[config.mk]
export PLATFORM = sky130hd
export DESIGN_NAME = uart_tx_arbiter
export DESIGN_NICKNAME = d
export VERILOG_FILES = /design/src/rtl/uart_pkg.sv /design/src/rtl/rr_pick.sv /design/src/rtl/uart_tx_arbiter.sv
export SDC_FILE = /design/constraint.sdc
export NUM_CORES = 1
export LEC_CHECK = 0
export ABC_CLOCK_PERIOD_IN_PS = 3320
export BUFFER_PORTS_ARGS = -buffer_cell sky130_fd_sc_hd__buf_2
export CAP_MARGIN = 25
export CORE_MARGIN = 5
export CORE_UTILIZATION = 52
export CTS_CLUSTER_SIZE = 14
export DETAILED_ROUTE_END_ITERATION = 8
export PLACE_DENSITY = 0.84
export SLEW_MARGIN = 20
export SYNTH_ARGS = -nofsm -noshare
export SYNTH_HDL_FRONTEND = slang
export SYNTH_SLANG_ARGS = --single-unit
[constraint.sdc]
create_clock -name clock -period 3.32 [get_ports clock]
set_input_delay 0.332 -clock clock [delete_from_list [all_inputs] [get_ports clock]]
set_output_delay 0.332 -clock clock [all_outputs]
set_load 0.03 [all_outputs]
[src/rtl/uart_pkg.sv]
// rtl/uart_pkg.sv - shared constants and FSM state type for the uart tx arbiter
package uart_pkg;

    localparam int DATA_W            = 8;
    localparam int START_TIMEOUT_DEF = 16;

    typedef enum logic [1:0] {
        IDLE,
        LAUNCH,
        WAIT_BUSY,
        WAIT_DONE
    } arb_state_t;

endpackage

[src/rtl/rr_pick.sv]
// rtl/rr_pick.sv - combinational round-robin picker
// req    : request vector, one bit per requester
// last   : index of the previous winner; search starts at last+1
// winner : first set req bit at or after last+1, wrapping modulo NUM_REQ
// valid  : at least one request is set
module rr_pick #(
    parameter int NUM_REQ = 4,
    localparam int IDW    = $clog2(NUM_REQ)
) (
    input  logic [NUM_REQ-1:0] req,
    input  logic [IDW-1:0]     last,
    output logic [IDW-1:0]     winner,
    output logic               valid
);

    logic [IDW-1:0] idx;

    always_comb begin
        winner = '0;
        valid  = 1'b0;
        idx    = '0;
        // Offsets 1..NUM_REQ visit every requester once, last itself at the end.
        for (int i = 1; i <= NUM_REQ; i++) begin
            idx = IDW'((int'(last) + i) % NUM_REQ);
            if (!valid && req[idx]) begin
                winner = idx;
                valid  = 1'b1;
            end
        end
    end

endmodule

[src/rtl/uart_tx_arbiter.sv]
// rtl/uart_tx_arbiter.sv - round-robin arbiter sharing one uart transmitter
// clock, reset : system clock, synchronous active-high reset
// req, req_data: per-requester level request and byte (requester i on [8i+7:8i])
// ack          : one-cycle pulse, byte of requester i accepted
// tx_start     : one-cycle start pulse to the transmitter
// tx_data      : byte presented to the transmitter
// tx_busy      : busy from the transmitter
// owner        : index of the current grant holder, qualified by owner_valid
// owner_valid  : high from grant until the transmitter finishes the byte
// tx_err       : one-cycle pulse when tx_busy never rose after a start
module uart_tx_arbiter
    import uart_pkg::*;
#(
    parameter int NUM_REQ       = 4,
    parameter int START_TIMEOUT = START_TIMEOUT_DEF,
    localparam int IDW          = $clog2(NUM_REQ)
) (
    input  logic                      clock,
    input  logic                      reset,
    input  logic [NUM_REQ-1:0]        req,
    input  logic [NUM_REQ*DATA_W-1:0] req_data,
    output logic [NUM_REQ-1:0]        ack,
    output logic                      tx_start,
    output logic [DATA_W-1:0]         tx_data,
    input  logic                      tx_busy,
    output logic [IDW-1:0]            owner,
    output logic                      owner_valid,
    output logic                      tx_err
);

    localparam int CW = $clog2(START_TIMEOUT + 1);

    arb_state_t          state, state_n;
    logic [IDW-1:0]      last, last_n;
    logic [CW-1:0]       cnt, cnt_n;
    logic [NUM_REQ-1:0]  ack_n;
    logic                tx_start_n;
    logic [DATA_W-1:0]   tx_data_n;
    logic [IDW-1:0]      owner_n;
    logic                owner_valid_n;
    logic                tx_err_n;

    logic [IDW-1:0]      pick_winner;
    logic                pick_valid;

    rr_pick #(
        .NUM_REQ (NUM_REQ)
    ) u_pick (
        .req    (req),
        .last   (last),
        .winner (pick_winner),
        .valid  (pick_valid)
    );

    always_ff @(posedge clock) begin
        if (reset) begin
            state       <= IDLE;
            last        <= IDW'(NUM_REQ - 1);
            cnt         <= '0;
            ack         <= '0;
            tx_start    <= 1'b0;
            tx_data     <= '0;
            owner       <= '0;
            owner_valid <= 1'b0;
            tx_err      <= 1'b0;
        end else begin
            state       <= state_n;
            last        <= last_n;
            cnt         <= cnt_n;
            ack         <= ack_n;
            tx_start    <= tx_start_n;
            tx_data     <= tx_data_n;
            owner       <= owner_n;
            owner_valid <= owner_valid_n;
            tx_err      <= tx_err_n;
        end
    end

    always_comb begin
        state_n       = state;
        last_n        = last;
        cnt_n         = cnt;
        ack_n         = '0;
        tx_start_n    = 1'b0;
        tx_data_n     = tx_data;
        owner_n       = owner;
        owner_valid_n = owner_valid;
        tx_err_n      = 1'b0;

        case (state)
            IDLE: begin
                // A transmitter still busy from before reset blocks any grant.
                if (pick_valid && !tx_busy) begin
                    tx_data_n     = req_data[int'(pick_winner)*DATA_W +: DATA_W];
                    owner_n       = pick_winner;
                    owner_valid_n = 1'b1;
                    last_n        = pick_winner;
                    ack_n         = NUM_REQ'(1) << pick_winner;
                    tx_start_n    = 1'b1;
                    state_n       = LAUNCH;
                end
            end
            LAUNCH: begin
                cnt_n   = '0;
                state_n = WAIT_BUSY;
            end
            WAIT_BUSY: begin
                if (tx_busy) begin
                    state_n = WAIT_DONE;
                end else if (cnt == CW'(START_TIMEOUT - 1)) begin
                    // Byte is dropped; its requester was already acked.
                    tx_err_n      = 1'b1;
                    owner_valid_n = 1'b0;
                    state_n       = IDLE;
                end else begin
                    cnt_n = cnt + 1'b1;
                end
            end
            WAIT_DONE: begin
                if (!tx_busy) begin
                    owner_valid_n = 1'b0;
                    state_n       = IDLE;
                end
            end
            default: state_n = IDLE;
        endcase
    end

endmodule

### Yosys cells after proc, flatten, opt, wreduce, memory -nomap -nowiden

Index checks and enable logic that the tools add are counted.

* bits in registers: 26
* latch bits: 0
* memory bits (writable): 0
* memory bits (read-only): 0
* bits of input ports: 39
* output and inout bits: 17
* logic and storage cells: 82
* memories: 0

* $add $sub $neg: 5
* $mul: 0
* divide/modulo/power cells: 0
* order comparisons: 4
* equal/unequal tests: 10
* shift-type cells: 2
* mux-type cells: 31
* bitwise operators: 3
* reduce and logical (&&, ||, !) cells: 18

Operators with widths (number)
* 32-bit by 6-bit variable part select with 8-bit output: 1
* 2-bit two-way mux: 8
* 1-bit two-way mux: 14
* 2-bit by 3-bit less-than comparator with 1-bit output, second input constant: 4
* 5-bit two-way mux: 2
* 2-bit inequality test, second input constant: 5
* 5-bit one-hot mux with 2 select lines: 1
* 1-bit binary-select mux with 2-bit select: 4
* 2-bit one-hot mux with 4 select lines: 1
* 3-bit AND reduction: 2
* 3-bit OR reduction: 2
* 5-bit by 1-bit adder with 5-bit output, second input constant: 1
* 5-bit by 4-bit == test with 1-bit output, second input constant: 1
* 5-bit AND reduction: 1
* 2-bit by 1-bit adder with 2-bit output, second input constant: 2
* 2-bit adder, second input constant: 2
* 2-bit == test, second input constant: 2
* 1-bit logical AND: 4
* 1-bit zero test: 4
* 1-bit by 2-bit left shift with 4-bit output, first input constant: 1
* 3-bit inequality test, second input constant: 1
* 1-bit inverter: 3
* 1-bit one-hot mux with 3 select lines: 1
* 3-bit nonzero test: 1
* other kinds (5): 5

### Depth between registers and ports, before layout

* depth in word-level cells: 16
* mapped depth: 8
* mapped depth without buffers: 8

### Cells and area by module

A second synthesis with hierarchy kept.

* cell total of the unflattened synthesis: 134
* area total of the unflattened synthesis: 1370.1 sq um

By module, submodules not included
* uart_tx_arbiter: instances 1, cells each 120, area each 1278.7 sq um, sequential area each 520.5 sq um
* rr_pick: instances 1, cells each 14, area each 91.3 sq um, sequential area each 0.0 sq um

### Least setup slack after synthesis

No wires, ideal clock.

* kind: register -> register
* from: reg state[0]
* to: reg tx_data[0]
* library setup time: 73 ps
* data arrival time: 1619 ps
* slack: 1628 ps
* cell stages (with the launch flop): 8
* buffers on the path: 1
* clock period less this slack: 1692 ps
* path through: dfxtp_1 -> inv_1 -> ha_1 -> nor4b_4 -> buf_6 -> nand3_1 -> mux2_2 -> o211ai_2

* word-level cells in the longest chain between the ends: 2

Ends and longest elaborated chain
* start, declared: RTL line uart_tx_arbiter.sv:33 `arb_state_t state, state_n;`
* start signal, assigned: RTL line uart_tx_arbiter.sv:67 `state <= state_n;`
* 2-bit zero test: RTL line uart_tx_arbiter.sv:90 `case (state)`
* 2-bit AND reduction (no source line)
* end signal, assigned: RTL line uart_tx_arbiter.sv:72 `tx_data <= tx_data_n;`
* end, declared: RTL line uart_tx_arbiter.sv:24 `output logic [DATA_W-1:0] tx_data,`

Every way passes these cells.
A chain may end at the register's enable or synchronous reset.

### Worst setup path in the final report

* from: reg last[1]
* to: reg tx_data[0]

* word-level cells in the longest chain between the ends: 15
* elaborated cells between the ends (all ways): 29
* classes of those cells: add/sub (4); shift (1); mux (16); reduce/logical (8)

Ends and longest elaborated chain
* start, declared: RTL line uart_tx_arbiter.sv:34 `logic [IDW-1:0] last, last_n;`
* start signal, assigned: RTL line uart_tx_arbiter.sv:58 `last <= IDW'(NUM_REQ - 1);`
* start signal, assigned: RTL line uart_tx_arbiter.sv:68 `last <= last_n;`
* parallel branches: the longest is 15 deep, another holds 2-bit by 1-bit adder with 2-bit output

Parallel ways; which one is timed is not known. The select of a mux whose other input is x is not followed.

==> results.txt <==
post-synthesis sequential area ratio -> 34.99%
Power Density -> 505.3 nW/um^2
ANT nets after route -> 0
Synth area leader -> dfxtp_1
fin nets -> 262
routed via count -> 1,345
Post-synth EDFFs -> 0
CORE AREA -> 2758 sq um
Reg power frac -> 42.2%
Avg Vias per Cell -> 5.445
H-tree Lvls -> 1
gr usage total -> 16.85%
initial core utilization -> 53.95%
fmax -> 464.0 MHz
CTS Buffer Depth -> 2
Util after Layout -> 64.70%
CTS root buf -> clkbuf_4
TritonCTS Sinks -> 26
Worst Tran Pin Value -> 0.8594 ns
Hold Crit Class -> in2reg
Rel. slew slack -> 42.71%
total congestion overflow -> 0
Yosys reg bits -> 26
switch share -> 37.95%
Gate power share -> 39.9%
drc violations -> 0
WL final -> 3335 um
IO buf count -> 55
FFs w/ async S/R, synth -> 0%
Syn Nets -> 211
Max Transition Viols Final -> 0
Die X -> 63.49 um
vias in the first global route -> 1,303
Final Setup Violations -> 0
Mean Syn Cell Area -> 8.962 sq um
kind of end point of the critical path -> flop
flop2flop setup slack -> 1.16 ns
CTS Hold Buffers Added -> 0
DP Wirelength -> 2559 um
Pint -> 559.4 uW
Die ar. -> 4030 sq um
routed len/inst -> 13.50 um
First DRT Iteration DRCs -> 48
Worst Path Arrival -> 2.41 ns
WP data required -> 3.58 ns
clock-pin slew on the worst setup and hold paths -> 0.14 ns
first-pass GRT wire length -> 5678 um
layout cells sized above 1 -> 35.65%
Final Hold Viols -> 0
row cnt -> 19
Tmin final -> 2.155 ns
post-CTS setup buffers -> 0
ranking of synthesized cells by area -> dfxtp_1 (35%), mux2i_1 (6.7%), nand3_1 (6.1%)
top cells by count, synth -> dfxtp_1 (26), nand3_1 (18), nand2_1 (15), nor2_1 (15), mux2i_1 (10)
antenna diode count -> 0
Netlist Area Pre-Place -> 1488 sq um
total iterations of the first detailed-routing run -> 4
area share of the largest cell type after synthesis -> 34.99%
Worst-Skew Late Latency -> 0.32 ns
TritonCTS clock tree -> built
cell area after layout -> 1784 sq um
fin crit share -> 64.91%
Clk pwr share -> 17.9%
RSZ-0062 raised after global routing -> no
Area growth syn-to-layout -> 19.93%
outcome -> finished clean
antenna violations before repair -> 0
Crit Path Category -> reg2reg
count leader, synth -> dfxtp_1
die height -> 63.49 um
number of warnings issued by yosys -> 0
largest net degree at the start of global routing -> 20
Critical Path Start Type -> flop
Leakage Power -> 0.8294 nW
switching power -> 342.1 uW
Num CTS Buffers -> 3
Synth Flop Type -> dfxtp_1
Setup Skew -> 0.0006248 ns
Max-Cap Viols -> 0
setup TNS -> 0 ns
Synth cell types -> 37
I/O Pins -> 56
post-CTS sizing -> 0
peak fanout along the critical path -> 19
global placer's final weighted congestion -> 0.7712
Peak supply drop -> 0.3356 mV
synthesized instance count -> 166
Placed Area -> 1748 sq um
worst paths after layout:
path              cells after the start         end          from
hold reg to reg                       2  tx_data[6]    tx_data[6]
setup / recovery                      5  tx_data[0]       last[1]
setup reg to reg                      5  tx_data[0]       last[1]
hold / removal                        3  tx_data[2]  req_data[10]
power by group through the flow:
| stage | Sequential [mW] | Combinational, mW | Clock (mW) |
|---|---|---|---|
| 3_3_place_gp | 0.385 | 0.354 | 0 |
| 3_5_place_dp | 0.387 | 0.359 | 0 |
| 6_report | 0.381 | 0.359 | 0.161 |
| 4_1_cts | 0.381 | 0.360 | 0.167 |
| 2_1_floorplan | 0.443 | 0.218 | 0 |
| 5_1_grt | 0.388 | 0.394 | 0.185 |
flip-flops by register name, indices dropped and copies added (netlist names):
register,count
tx_data,8
cnt,5
ack,4
last,2
owner,2
state,2
owner_valid,1
tx_err,1
tx_start,1
worst max-delay path, stage by stage, from the launching register on:
cell       delay [ns]
dfxtp_1          0.47
mux2i_1          0.22
a2bb2oi_1        0.20
o21a_1           0.72
mux2_2           0.42
o211ai_2         0.06
cells by family (layout without fill, tap and decap cells):
logic type               Yosys count  after routing  synth area share [%]
AND/OR/NAND/NOR                   71             71                 25.48
multiplexers                      17             17                 12.03
flip-flops                        26             26                 34.99
AO/OA/AOI/OAI                     29             29                 15.90
XOR/XNOR                           2              2                 1.178
buffers and inverters             15             65                 5.383
adder cells (fa/ha/maj)            6              6                 5.046
metrics by stage:
step | power (mW) | std cells | worst slack, ns | hold WS, ns
finish | 0.9015 | 247 | 1.165 | 0.2906
CTS | 0.9077 | 247 | 1.157 | 0.2824
floorplan | 0.6611 | 166 | 1.628 | 0.4641
detailed placement | 0.7464 | 243 | 1.167 | 0.4496
global route | 0.9662 | 247 | 0.9426 | 0.2726
global placement | 0.7394 | 243 | 1.238 | 0.4534
metal layers:
layer / routed length (um) / global-route usage (%) / vias up
li1: - / - / 689
met1: 1480 / 20.72 / 613
met2: 1617 / 28.68 / 36
met3: 183 / 3.197 / 7
met4: 54 / 6.494 / 0
met5: 0 / 0 / -
final cells by class:
type | instances | area [sq um]
flip-flops and latches | 26 | 520.5
fillers | 239 | 973.4
repair buffers | 56 | 282.8
inverters | 5 | 18.77
multi-input cells | 125 | 887.1
clock buffers | 4 | 36.28
well taps | 31 | 38.79
placed cells by master (no fill, tap or decap), drive strengths merged:
cell type / synthesis / final
a211o: 1 / 1
a211oi: 1 / 1
a21o: 1 / 1
a21oi: 8 / 8
a2bb2oi: 1 / 1
a31oi: 2 / 2
and2: 1 / 1
and3: 3 / 3
buf: 7 / 56
clkbuf: 3 / 4
dfxtp: 26 / 26
ha: 6 / 6
inv: 5 / 5
mux2: 7 / 7
mux2i: 10 / 10
nand2: 15 / 15
nand2b: 5 / 5
nand3: 18 / 18
nand3b: 1 / 1
nand4: 2 / 2
nor2: 15 / 15
nor2b: 2 / 2
nor3: 4 / 4
nor3b: 1 / 1
nor4: 1 / 1
nor4b: 2 / 2
o211ai: 7 / 7
o21a: 1 / 1
o21ai: 5 / 5
o21bai: 1 / 1
o221ai: 1 / 1
or3: 1 / 1
xor2: 2 / 2
(Power assumes the default switching activity.)
